<file path="config.mk">
export PLATFORM = sky130hd
export DESIGN_NAME = mult_div_unit
export DESIGN_NICKNAME = d
export VERILOG_FILES = /design/src/rtl/mult_div_unit.sv
export SDC_FILE = /design/constraint.sdc
export NUM_CORES = 1
export LEC_CHECK = 0
export CAP_MARGIN = 5
export CORE_MARGIN = 2
export CORE_UTILIZATION = 57
export DETAILED_ROUTE_END_ITERATION = 8
export PLACE_DENSITY = 0.78
export SLEW_MARGIN = 20
export SYNTH_ARGS = -nofsm -noshare
export SYNTH_HDL_FRONTEND = slang
export SYNTH_SLANG_ARGS = --single-unit
</file>
<file path="constraint.sdc">
create_clock -name clock -period 12.56 [get_ports clock]
set_clock_uncertainty 0.05 [all_clocks]
set_input_delay 2.512 -clock clock [delete_from_list [all_inputs] [get_ports clock]]
set_output_delay 2.512 -clock clock [all_outputs]
set_load 0.02 [all_outputs]
</file>
<file path="src/rtl/mult_div_unit.sv">
// ============================================================================
// Module   : mult_div_unit
// Purpose  : Multicycle signed multiply / divide producing the HI and LO
//            registers; radix-2 shift-add multiply, restoring divide.
//            Optional macro MULT_DIV_UNSIGNED_EN adds op_unsigned (multu/divu).
// Revision : 1.0 - initial release
// ============================================================================
`default_nettype none

module mult_div_unit #(
    parameter int WIDTH = 32,
    parameter int CNT_W = 6
) (
    input  logic             clock,
    input  logic             reset,
    input  logic             start_mult,
    input  logic             start_div,
    input  logic [WIDTH-1:0] op_a,
    input  logic [WIDTH-1:0] op_b,
`ifdef MULT_DIV_UNSIGNED_EN
    input  logic             op_unsigned,
`endif
    output logic [WIDTH-1:0] hi,
    output logic [WIDTH-1:0] lo,
    output logic             busy,
    output logic             done,
    output logic             div_zero
);

    typedef enum logic [1:0] {
        S_IDLE   = 2'd0,
        S_MULT   = 2'd1,
        S_DIV    = 2'd2,
        S_FINISH = 2'd3
    } state_t;

    localparam logic [CNT_W-1:0] c_LAST = CNT_W'(WIDTH - 1);

    state_t               r_state;
    state_t               w_next;
    logic [CNT_W-1:0]     r_cnt;
    logic [2*WIDTH-1:0]   r_acc;
    logic [WIDTH-1:0]     r_opnd;
    logic                 r_neg_q;
    logic                 r_neg_r;
    logic                 r_dz;

    logic                 w_unsigned;
    logic                 w_a_neg;
    logic                 w_b_neg;
    logic [WIDTH-1:0]     w_a_mag;
    logic [WIDTH-1:0]     w_b_mag;
    logic                 w_b_zero;
    logic                 w_last;

`ifdef MULT_DIV_UNSIGNED_EN
    assign w_unsigned = op_unsigned;
`else
    assign w_unsigned = 1'b0;
`endif

    assign w_a_neg  = op_a[WIDTH-1] & ~w_unsigned;
    assign w_b_neg  = op_b[WIDTH-1] & ~w_unsigned;
    assign w_a_mag  = w_a_neg ? (~op_a + 1'b1) : op_a;
    assign w_b_mag  = w_b_neg ? (~op_b + 1'b1) : op_b;
    assign w_b_zero = (op_b == '0);
    assign w_last   = (r_cnt == c_LAST);

    // Multiply: accumulator is {partial product, remaining multiplier bits}.
    logic [WIDTH:0]       w_mul_sum;
    logic [2*WIDTH-1:0]   w_mul_next;
    logic [2*WIDTH-1:0]   w_prod;

    assign w_mul_sum  = {1'b0, r_acc[2*WIDTH-1:WIDTH]} + (r_acc[0] ? {1'b0, r_opnd} : '0);
    assign w_mul_next = {w_mul_sum, r_acc[WIDTH-1:1]};
    assign w_prod     = r_neg_q ? (~w_mul_next + 1'b1) : w_mul_next;

    // Divide: accumulator is {partial remainder, dividend bits becoming quotient}.
    logic [WIDTH:0]       w_div_shift;
    logic [WIDTH:0]       w_div_trial;
    logic                 w_div_ge;
    logic [WIDTH-1:0]     w_div_rem;
    logic [2*WIDTH-1:0]   w_div_next;
    logic [WIDTH-1:0]     w_quo;
    logic [WIDTH-1:0]     w_rem;

    assign w_div_shift = {r_acc[2*WIDTH-1:WIDTH], r_acc[WIDTH-1]};
    assign w_div_trial = w_div_shift - {1'b0, r_opnd};
    assign w_div_ge    = ~w_div_trial[WIDTH];
    assign w_div_rem   = w_div_ge ? w_div_trial[WIDTH-1:0] : w_div_shift[WIDTH-1:0];
    assign w_div_next  = {w_div_rem, r_acc[WIDTH-2:0], w_div_ge};
    assign w_quo = r_neg_q ? (~w_div_next[WIDTH-1:0] + 1'b1) : w_div_next[WIDTH-1:0];
    assign w_rem = r_neg_r ? (~w_div_next[2*WIDTH-1:WIDTH] + 1'b1)
                           : w_div_next[2*WIDTH-1:WIDTH];

    always_ff @(posedge clock or posedge reset) begin
        if (reset) begin
            r_state <= S_IDLE;
        end else begin
            r_state <= w_next;
        end
    end

    always_comb begin
        w_next   = r_state;
        busy     = 1'b0;
        done     = 1'b0;
        div_zero = 1'b0;
        case (r_state)
            S_IDLE: begin
                if (start_mult) begin
                    w_next = S_MULT;
                end else if (start_div) begin
                    w_next = w_b_zero ? S_FINISH : S_DIV;
                end
            end
            S_MULT, S_DIV: begin
                busy = 1'b1;
                if (w_last) begin
                    w_next = S_FINISH;
                end
            end
            S_FINISH: begin
                done     = 1'b1;
                div_zero = r_dz;
                w_next   = S_IDLE;
            end
            default: w_next = S_IDLE;
        endcase
    end

    always_ff @(posedge clock or posedge reset) begin
        if (reset) begin
            r_cnt   <= '0;
            r_acc   <= '0;
            r_opnd  <= '0;
            r_neg_q <= 1'b0;
            r_neg_r <= 1'b0;
            r_dz    <= 1'b0;
            hi      <= '0;
            lo      <= '0;
        end else begin
            case (r_state)
                S_IDLE: begin
                    r_dz <= ~start_mult & start_div & w_b_zero;
                    if (start_mult) begin
                        r_acc   <= {{WIDTH{1'b0}}, w_b_mag};
                        r_opnd  <= w_a_mag;
                        r_neg_q <= w_a_neg ^ w_b_neg;
                        r_neg_r <= 1'b0;
                        r_cnt   <= '0;
                    end else if (start_div && !w_b_zero) begin
                        r_acc   <= {{WIDTH{1'b0}}, w_a_mag};
                        r_opnd  <= w_b_mag;
                        r_neg_q <= w_a_neg ^ w_b_neg;
                        r_neg_r <= w_a_neg;
                        r_cnt   <= '0;
                    end
                end
                S_MULT: begin
                    r_acc <= w_mul_next;
                    r_cnt <= r_cnt + 1'b1;
                    if (w_last) begin
                        hi <= w_prod[2*WIDTH-1:WIDTH];
                        lo <= w_prod[WIDTH-1:0];
                    end
                end
                S_DIV: begin
                    r_acc <= w_div_next;
                    r_cnt <= r_cnt + 1'b1;
                    if (w_last) begin
                        hi <= w_rem;
                        lo <= w_quo;
                    end
                end
                default: begin
                    r_cnt <= '0;
                end
            endcase
        end
    end

endmodule

`default_nettype wire

</file>
-- Yosys cells after proc, flatten, opt, wreduce, memory -nomap -nowiden
Index checks and enable logic that the tools add are counted.
- $add $sub $neg: 8
- eq/ne operators: 9
- muxes and demuxes: 33
- bitwise operators: 10
- reductions and logical operators: 12
- operators with widths (operator ; count):
    2-to-1 mux 32 bit ; 12
    2-to-1 mux 64 bit ; 3
    one-hot mux 64 bit (3 select lines) ; 1
    adder 32 x 1 -> 32 bit, second input constant ; 4
    NOT 32 bit ; 4
    one-hot mux 32 bit (2 select lines) ; 2
    adder 64 x 1 -> 64 bit, second input constant ; 1
    NOT 64 bit ; 1
    adder 32 x 32 -> 33 bit ; 1
    subtractor 33 x 32 -> 33 bit ; 1
    zero test 32 bit ; 1
    2-to-1 mux 6 bit ; 2
    one-hot mux 6 bit (2 select lines) ; 1
    2-to-1 mux 1 bit ; 8
    adder 6 x 1 -> 6 bit, second input constant ; 1
    equality test 6 x 5 -> 1 bit, second input constant ; 1
    2-to-1 mux 2 bit ; 3
    inequality test 3 bit, second input constant ; 2
    one-hot mux 2 bit (3 select lines) ; 1
    AND reduction 2 bit ; 3
    equality test 2 bit, second input constant ; 2
    inequality test 2 bit, second input constant ; 2
    nonzero test 2 bit ; 2
    AND reduction 3 bit ; 1
    other kinds (10) ; 12
- flip-flop bits (word level): 171
- input bits: 68
- output and inout bits: 67
- word-level logic and storage cells: 81

-- Depth between registers and ports, before layout
Gate-level depths: netlist (run 1).
- depth after elaboration: 7
- gate-level depth with buffers: 27
- mapped depth without buffers: 22

-- Least setup slack after synthesis (run 1)
No wires, ideal clock.
- path kind: input to register
- start: in op_b[9]
- end: reg r_acc[10]
- setup time: 65 ps
- arrival: 6158 ps
- required time: 12445 ps
- path slack: 6287 ps
- cell stages on the path: 11
- path buffers: 3
- cell sequence: or4_1 or4_1 or4b_2 or3_1 or4_1 nand2_1 and3_1 clkbuf_1 clkbuf_1 clkbuf_1 o22a_1
- word-level cells in the longest chain between the ends: 5
- elaborated cells on any way between the ends: 10
- those cells by class: add/sub (1); eq/ne (1); mux (3); bitwise (1); reduce/logical (4)
- ends and longest elaborated chain (what ; line ; RTL):
    start: declaration ; 19 ; input logic [WIDTH-1:0] op_b,
    NOT 32 bit or zero test 32 bit (tied branches) ; 65, 66 ;
    adder 32 x 1 -> 32 bit or zero test 1 bit (tied branches) ; 65, 152 ;
    2-to-1 mux 32 bit or logical AND 1 bit (tied branches) ; 65, 152 ;
    2-to-1 mux 64 bit or inequality test 3 bit (tied branches) ; - ;
    one-hot mux 64 bit (3 select lines) or AND reduction 2 bit (tied branches) ; - ;
    end signal: assignment ; 147 ; r_acc <= {{WIDTH{1'b0}}, w_b_mag};
    end signal: assignment ; 153 ; r_acc <= {{WIDTH{1'b0}}, w_a_mag};
    end signal: assignment ; 161 ; r_acc <= w_mul_next;
    end: declaration ; 42 ; logic [2*WIDTH-1:0] r_acc;
Parallel ways exist; a longest one is shown, timed or not.
A chain may end at the register's enable or synchronous reset.

-- Final worst setup path (run 1)
- start: in op_b[7]
- end: reg r_acc[22]
The elaborated chain is that of the path after synthesis.

==> flow_metrics.tcl, run 1 <==
set metrics [dict create \
    status "finished clean" \
    rows 63 \
    max_freq_mhz 139 \
    p_seq_frac 0.177 \
    path_buf_inv 1 \
    initial_core_util 0.583 \
    slew_violations 0 \
    cp.depth 11 \
    die_width_um 179 \
    worst_slack_ps 5340 \
    die_h_um 179 \
    final_layout_size_suffix_gt1_frac 0.0437 \
    grt_usage 0.386 \
    avgRoutedWirePerCell_um 22.1 \
    path_cells "clkdlybuf4s50_1 -> or4_1 -> or4_1 -> or4b_2 -> or3_1 -> or4_1 -> nand2_1 -> nand3_1 -> nand2_2 -> o22ai_1 -> a21oi_1" \
    cp.arrival_ps 7560 \
    clock_latency_ps 470 \
    startpoint "op_b[7]" \
    hold_viol_final 0 \
    cts_buffers 17 \
    netlist_area_um2 17400 \
    critical_path_class "in -> reg" \
    startpoint_type "primary input" \
    ctsResizeCount 0 \
    drtPass1Iterations 6 \
    critPathSlowestCell "nand2_2" \
    grt_overflow_total 0 \
    cts_hold_buf 0 \
    p_int_mw 2.34 \
    core-area_um2 29800 \
    power.leakage_nw 8.05 \
    ys.warnings.count 0 \
    final_area_um2 19300 \
    grt_max_degree 102 \
    fillers 2706 \
    regArea_um2 4280 \
    synth_seq_area_share 0.246 \
    required_ps 12900 \
    gp_congestion 1.00 \
    rsz0062_at_grt "false" \
    crit_path_end "r_acc[22]" \
    antenna_found_initial 1 \
    post-cts-setup-buffer-count 0 \
    slew_headroom 0.264 \
    ys_types 78 \
    period_needed_ps 7220 \
    clockPowerShare 0.097 \
    async_flop_share 1.00 \
    grt_pass1_vias 16900 \
    tightest_slew_ps 1100 \
    clkSinkCount 171 \
    cp_top_family "simple AND/OR/NAND/NOR gates" \
    rrSetupSlack_ps 5470 \
    max_cap_violations 0 \
    synth_nets 2507 \
    final_nets 2510 \
    path_clk_slew_ps 80 \
    pin_count 135 \
    synth_ff_type "dfrtp_1" \
    multiInputGateArea_um2 12200 \
    dpl_worst_slack_ps 4750 \
    clk_path_buf_depth 2 \
    cts_tree "yes" \
    synthCells 2362 \
    synth_edf_count 0 \
    reg2reg_to "hi[20]" \
    p_sw_frac 0.569 \
    setup_viol 0 \
    vias 18300 \
    switchingPower_mw 3.08 \
    reg2regPathDepth 23 \
    drc 0 \
    cp-end-kind "flop" \
    hold_ws_ps 427 \
    portBuffers 134 \
    r2r-start "r_acc[31]" \
    ys_seq_elements 171 \
    combPwrFrac 0.726 \
    powerDensity_nw_per_um2 281 \
    worstPathMaxFanout 68 \
    ctsRootBufferMaster "clkbuf_16" \
    vdd.ir_drop.worst_mv 0.200 \
    timing.final.crit_share 0.575 \
    avgSynthCellArea_um2 7.35 \
    die_area_um2 31900 \
    area_delta_synth_final_pct 11.0 \
    placed_area_um2 18700 \
    grt_pass1_wl_um 94400 \
    dp_hpwl_um 47000 \
    drtIter0Drc 2009 \
    finalWirelength_um 61100 \
    diodes 0 \
    tns_ps 0 \
    cp_slowest_stage_delay_ps 920 \
    antenna_left 0 \
    vias_per_cell 6.61 \
    hp-class "reg -> reg" \
    crit_path_frequent_cell "or4_1" \
    htree_levels 4 \
]
## power groups by stage
stage          Clock [mW]  Combinational [mW]  Sequential [mW]
6_report            0.526                3.93            0.959
5_1_grt             0.550                4.24            0.971
4_1_cts             0.526                3.80            0.946
3_5_place_dp            0                3.78            0.956
3_3_place_gp            0                3.70            0.946
2_1_floorplan           0                2.87            0.790
## kinds of logic (layout without fill, tap and decap cells)
family | after synthesis | count (layout) | synth area share
AND/OR/NAND/NOR | 803 | 803 | 0.216
AO/OA/AOI/OAI | 791 | 791 | 0.286
buffers and inverters | 250 | 266 | 0.0550
XOR/XNOR | 221 | 221 | 0.111
flip-flops | 171 | 171 | 0.246
adder cells (fa/ha/maj) | 77 | 77 | 0.0563
multiplexers | 49 | 49 | 0.0295
## worst min-delay path, stage by stage, from the launching register on
cell and delay [ps]:
dfrtp_1 340, nand2_1 40, o21ai_0 60
## metal layers
metal | up-vias | GRT usage | part of all wire
met5 | - | 0 | 0
met4 | 0 | 0.248 | 0.073
met3 | 226 | 0.0610 | 0.077
met2 | 987 | 0.622 | 0.45
met1 | 8561 | 0.479 | 0.40
li1 | 8510 | - | -
## metrics by stage
stage          utilization  instances  power [mW]
2_1_floorplan            -       2362        3.66
3_3_place_gp         0.629       2736        4.65
3_5_place_dp         0.629       2736        4.73
4_1_cts              0.648       2768        5.28
5_1_grt              0.647       2768        5.76
6_report             0.647       2768        5.42
## registers in the layout, indices dropped and copies added, names as in the netlist
| register | cells |
|---|---|
| lo | 32 |
| r_neg_r | 1 |
| r_opnd | 32 |
| r_state | 2 |
| r_neg_q | 1 |
| r_acc | 64 |
| hi | 32 |
| r_dz | 1 |
| r_cnt | 6 |
## cell usage after synthesis, types with 20 or more instances
master | instances | area [um2]
nand2_1 | 330 | 1240
o21ai_0 | 276 | 1380
nor2_1 | 197 | 739
a21oi_1 | 175 | 876
dfrtp_1 | 171 | 4280
clkbuf_1 | 147 | 552
xnor2_1 | 116 | 1020
xor2_1 | 105 | 920
inv_1 | 79 | 297
ha_1 | 75 | 938
a22oi_1 | 56 | 420
o31ai_1 | 50 | 375
nor3_1 | 47 | 235
mux2i_1 | 40 | 400
nand3_1 | 40 | 200
or3_1 | 29 | 181
a21o_1 | 27 | 203
o211ai_1 | 23 | 173
a211oi_1 | 22 | 165
nand2b_1 | 22 | 138
buf_1 | 20 | 75.1
o22a_1 | 20 | 175
or4_1 | 20 | 150
## area by class of cell
cell class / count / area share
clock inverters: 12 / 0.00590
clock buffers: 20 / 0.0232
repair buffers: 155 / 0.0772
well taps: 390 / 0.0253
inverters: 79 / 0.0156
multi-input cells: 1941 / 0.631
flip-flops and latches: 171 / 0.222
## worst min path at each step
stage	cells past startpoint	from	to
after floorplan	2	r_dz	r_dz
after global placement	2	r_opnd[3]	r_opnd[3]
after detailed placement	2	lo[0]	lo[0]
after CTS	2	lo[0]	lo[0]
after global routing	1	lo[3]	lo[3]
final	2	lo[0]	lo[0]
## cells in the final DEF (no fill, tap or decap), types with 27 or more instances in the layout
cell type and instances:
a22oi_1 56, mux2i_1 40, clkdlybuf4s50_1 132, nand2_1 328
ha_1 73, inv_1 78, nor3_1 47, o31ai_1 50
o21ai_0 275, a21oi_1 175, nand3_1 40, xnor2_1 116
xor2_1 105, nor2_1 196, a21o_1 27, dfrtp_1 170
or3_1 29
Power figures use the tool's default switching activity.
==> run 2: changes to the inputs <==
==> constraint.sdc (replaced) <==
create_clock -name clock -period 7.5 [get_ports clock]
set_clock_uncertainty 0.05 [all_clocks]
set_input_delay 1.5 -clock clock [delete_from_list [all_inputs] [get_ports clock]]
set_output_delay 1.5 -clock clock [all_outputs]
set_load 0.02 [all_outputs]
==> run 2 against run 1 <==
Against the previous run:
- the run now ends with DRC left
- sequential cell count is the same
- global-route usage shrank 0.17 points
- critical endpoint is now hi[30]
- highest routed layer is now met5
- combinational power up 68%
- critical path depth up 5
- sequential share of layout area shrank 0.059 points
==> flow_metrics.tcl, run 2 (synthesis results as in run 1) <==
set metrics [dict create \
    htree_levels 4 \
    avgRoutedWirePerCell_um 22.0 \
    vias_per_cell 6.60 \
    vias 18300 \
    diodes 0 \
    worstPathMaxFanout 27 \
    clk_path_buf_depth 2 \
    setup_viol 0 \
    grt_usage 0.384 \
    final_layout_size_suffix_gt1_frac 0.0437 \
    period_needed_ps 6330 \
    slew_violations 0 \
    p_seq_frac 0.177 \
    required_ps 7780 \
    timing.final.crit_share 0.844 \
    hp-class "reg -> reg" \
    pin_count 135 \
    cts_buffers 17 \
    final_nets 2515 \
    cts_tree "yes" \
    ctsRootBufferMaster "clkbuf_16" \
    drtPass1Iterations 8 \
    vdd.ir_drop.worst_mv 0.486 \
    gp_congestion 1.02 \
    grt_max_degree 106 \
    placed_area_um2 18800 \
    initial_core_util 0.583 \
    regMostFlops "r_acc" \
    cp-end-kind "flop" \
    die_width_um 179 \
    ctsResizeCount 0 \
    drc 1 \
    antenna_found_initial 1 \
    drtIter0Drc 2084 \
    max_cap_violations 0 \
    rsz0062_at_grt "false" \
    p_sw_frac 0.564 \
    portBuffers 134 \
    post-cts-setup-buffer-count 0 \
    max_freq_mhz 158 \
    largest_reg_flops 64 \
    die_area_um2 31900 \
    clkSinkCount 171 \
    tightest_slew_ps 1180 \
    grt_pass1_wl_um 93600 \
    final_area_um2 19300 \
    die_h_um 179 \
    p_int_mw 3.97 \
    powerDensity_nw_per_um2 470 \
    grt_overflow_total 0 \
    rows 63 \
    power.leakage_nw 8.09 \
    cts_hold_buf 0 \
    switchingPower_mw 5.13 \
    antenna_left 0 \
    core-area_um2 29800 \
    dpl_worst_slack_ps 1010 \
    failed_checks "DRC" \
    clockPowerShare 0.096 \
    final_common_cell "nand2_1" \
    startpoint_type "flop" \
    combPwrFrac 0.728 \
    slew_headroom 0.191 \
    cp.arrival_ps 6610 \
    area_delta_synth_final_pct 11.3 \
    tns_ps 0 \
    final_cell_mix "329 x nand2_1, 275 x o21ai_0, 196 x nor2_1" \
    status "finished, violations left" \
    path_clk_slew_ps 70 \
    critical_path_class "reg -> reg" \
    finalWirelength_um 60900 \
    grt_pass1_vias 16800 \
    hold_viol_final 0 \
    dp_hpwl_um 47000 \
    clock_latency_ps 460 \
    worst_slack_ps 1170 \
]
-- run 2: cell types whose count changed in the layout (fill, tap and decap cells not counted), moves of 2 or more --
cell        previous run  this run
inv_6                  4         2
clkinv_2               3         0
clkbuf_8               1         5
clkbuf_1               2         4
clkinvlp_4             3         1
buf_4                 21        26
-- run 2: final timing paths --
path | start | endpoint | slack [ps] | cells after the start
min in group asynchronous | reset | r_acc[5] | 1570 | 2
worst max register to register | r_acc[0] | hi[30] | 1170 | 16
worst min-delay path | lo[31] | lo[31] | 420 | 2
worst min register to register | lo[31] | lo[31] | 420 | 2
worst max-delay path | r_acc[0] | hi[30] | 1170 | 16
max in group asynchronous | reset | r_neg_q | 4310 | 3
-- run 2: final cells by class --
class,instances,area [um2]
repair buffers,160,1530
multi-input cells,1941,12200
fillers,2673,10500
clock inverters,4,55.1
well taps,390,488
clock buffers,26,509
flip-flops and latches,171,4280
inverters,79,302
-- run 2: per-layer routing --
metal  vias up  share of wire  GRT usage
met5         -        0.00016          0
met4         2          0.080      0.269
met3       231          0.075     0.0639
met2       945           0.45      0.603
met1      8625           0.40      0.480
li1       8493              -          -
-- run 2: critical path: stages, from the launching register on --
cell,delay (ps)
dfrtp_1,440
inv_1,260
buf_4,350
nor2_1,80
ha_1,410
o211ai_1,120
o21ai_1,400
o311ai_0,280
a2111oi_0,1060
nor2_1,200
xnor2_1,300
or4_1,620
nand3b_1,290
or4_1,610
a2111oi_0,500
or3b_1,180
a21oi_1,40
-- run 2: power by group through the flow --
stage	clock network (mW)	logic, mW	registers, mW
finish	0.872	6.62	1.61
global route	0.915	7.17	1.63
CTS	0.877	6.40	1.58
detailed placement	0	6.36	1.60
global placement	0	6.25	1.59
floorplan	0	4.81	1.32
-- run 2: metrics by stage --
stage | utilization | hold slack (ps) | total power, mW | cells
CTS | 0.649 | 430 | 8.86 | 2771
finish | 0.649 | 425 | 9.10 | 2771
global placement | 0.630 | 413 | 7.84 | 2741
global route | 0.649 | 439 | 9.71 | 2771
detailed placement | 0.630 | 416 | 7.96 | 2741
floorplan | - | 389 | 6.13 | 2362
==> run 3: changes to the inputs <==
--- a/config.mk
+++ b/config.mk
@@ -7,9 +7,9 @@
 export LEC_CHECK = 0
 export CAP_MARGIN = 5
 export CORE_MARGIN = 2
-export CORE_UTILIZATION = 57
+export CORE_UTILIZATION = 55
 export DETAILED_ROUTE_END_ITERATION = 8
-export PLACE_DENSITY = 0.78
+export PLACE_DENSITY = 0.79
 export SLEW_MARGIN = 20
 export SYNTH_ARGS = -nofsm -noshare
 export SYNTH_HDL_FRONTEND = slang
==> constraint.sdc (replaced) <==
create_clock -name clock -period 5.6 [get_ports clock]
set_clock_uncertainty 0.05 [all_clocks]
set_input_delay 1.12 -clock clock [delete_from_list [all_inputs] [get_ports clock]]
set_output_delay 1.12 -clock clock [all_outputs]
set_load 0.02 [all_outputs]
==> run 3 against run 2 <==
Against the previous run:
- the flow now finishes without violations
- critical path type unchanged
- die area increased by 3.6%
- hold slack gained 1.3 ps
- global-route usage rose by 1.2 points
==> flow_metrics.tcl, run 3 (synthesis results as in run 1) <==
set metrics [dict create \
    grt_overflow_total 0 \
    hp-class "reg -> reg" \
    powerDensity_nw_per_um2 635 \
    slew_violations 0 \
    cts_buffers 17 \
    final_nets 2579 \
    cp_slowest_stage_delay_ps 590 \
    cts_hold_buf 0 \
    initial_core_util 0.555 \
    clk_path_buf_depth 2 \
    final_layout_size_suffix_gt1_frac 0.0789 \
    final_cell_mix "329 x nand2_1, 274 x o21ai_0, 190 x nor2_1" \
    cts_tree "yes" \
    max_cap_violations 0 \
    grt_pass1_wl_um 102000 \
    clkSinkCount 171 \
    drtPass1Iterations 8 \
    tightest_slew_ps 961 \
    status "finished clean" \
    drc 0 \
    utilization 0.640 \
    critical_path_class "reg -> reg" \
    required_ps 5880 \
    critPathSlowestCell "or4_1" \
    diodes 0 \
    vias_per_cell 6.60 \
    tns_ps 0 \
    worstPathMaxFanout 19 \
    drtIter0Drc 2029 \
    rsz0062_at_grt "false" \
    regMostFlops "r_acc" \
    antenna_found_initial 0 \
    grt_usage 0.396 \
    cp-end-kind "flop" \
    hold_ws_ps 426 \
    die_width_um 182 \
    dp_hpwl_um 50000 \
    timing.final.crit_share 0.975 \
    grt_max_degree 101 \
    grt_pass1_vias 17900 \
    pin_count 135 \
    vdd.ir_drop.worst_mv 0.590 \
    rows 65 \
    startpoint_type "flop" \
    slew_headroom 0.358 \
    path_cells "inv_2 -> buf_12 -> nor2_1 -> ha_1 -> a21oi_2 -> o21ai_1 -> or3_1 -> nor3_1 -> nor3_1 -> or4_1 -> or4_1 -> nand3b_1 -> or4_1 -> a2111oi_1 -> or3b_1 -> a21oi_1" \
    final_area_um2 20000 \
    ctsRootBufferMaster "clkbuf_16" \
    final_common_cell "nand2_1" \
    crit_path_frequent_cell "or4_1" \
    largest_reg_flops 64 \
    portBuffers 134 \
    setup_viol 0 \
    cp.arrival_ps 5740 \
    antenna_left 0 \
    finalWirelength_um 65100 \
    path_clk_slew_ps 80 \
    placed_area_um2 19400 \
    vias 18800 \
    area_delta_synth_final_pct 15.3 \
    htree_levels 4 \
    post-cts-setup-buffer-count 0 \
    gp_congestion 1.05 \
    die_h_um 182 \
    core-area_um2 31300 \
    hold_viol_final 0 \
    period_needed_ps 5460 \
    max_freq_mhz 183 \
    avgRoutedWirePerCell_um 22.9 \
    clock_latency_ps 470 \
    rrSetupSlack_ps 140 \
    power_mw 12.7 \
    power.leakage_nw 8.44 \
    die_area_um2 33000 \
]
[run 3: changes by cell type in the layout (fill, tap and decap cells not counted), moves of 3 or more]
cell | previous run | this run
buf_4 | 26 | 84
inv_8 | 0 | 7
clkbuf_8 | 5 | 0
nor2_1 | 196 | 190
a21oi_2 | 0 | 3
buf_12 | 0 | 6
nor2_2 | 1 | 5
a21oi_1 | 175 | 172
clkbuf_1 | 4 | 0
[run 3: area by class of cell]
| class | count | area [um2] |
|---|---|---|
| multi-input combinational | 1941 | 12300 |
| fill | 2808 | 11300 |
| sequential | 171 | 4280 |
| timing repair buffer | 224 | 2080 |
| tap | 402 | 503 |
| clock buffer | 17 | 425 |
| inverter | 79 | 300 |
| clock inverter | 15 | 184 |
[run 3: worst paths after layout]
kind                       cells past startpoint        end  startpoint
max                                           16     hi[30]    r_acc[0]
min                                            1     hi[11]      hi[11]
max reg2reg                                   16     hi[30]    r_acc[0]
min reg2reg                                    1     hi[11]      hi[11]
max in group asynchronous                      3  r_acc[36]       reset
min in group asynchronous                      2     hi[19]       reset
[run 3: what timing repair did]
action / 4_1_cts / 5_1_grt
setup endpoints to repair: 1 / 6
gates cloned: 0 / 0
gates resized for setup: 1 / 20
endpoints found under the hold margin: 0 / 0
[run 3: metrics by stage]
stage	instances	setup slack, ps
6_report	2849	139
5_1_grt	2849	20.8
4_1_cts	2849	35.7
3_5_place_dp	2817	8.28
3_3_place_gp	2817	8.92
2_1_floorplan	2362	-1.10
[run 3: report_power, final]
part           internal, mW  switching (mW)  total (mW)  leakage (nW)
logic                  3.42            5.86        9.27          5.88
clock network         0.646           0.610        1.26         0.298
registers              1.57           0.616        2.18          2.26
[run 3: per-layer routing]
| layer | vias up | share of wire | GRT usage |
|---|---|---|---|
| met3 | 256 | 0.072 | 0.0700 |
| met1 | 8939 | 0.38 | 0.470 |
| met5 | - | 0.00045 | 0.00741 |
| met4 | 2 | 0.079 | 0.274 |
| li1 | 8634 | - | - |
| met2 | 978 | 0.46 | 0.653 |
[run 3: worst max-delay path: cells and delay by family (launching register included)]
kind                       cells  cell delay (ps)
buffers and inverters          2              350
adders and majority gates      1              410
and+or+nand+nor                9             3060
DFF                            1              500
AOI/OAI and AO/OA              4              940
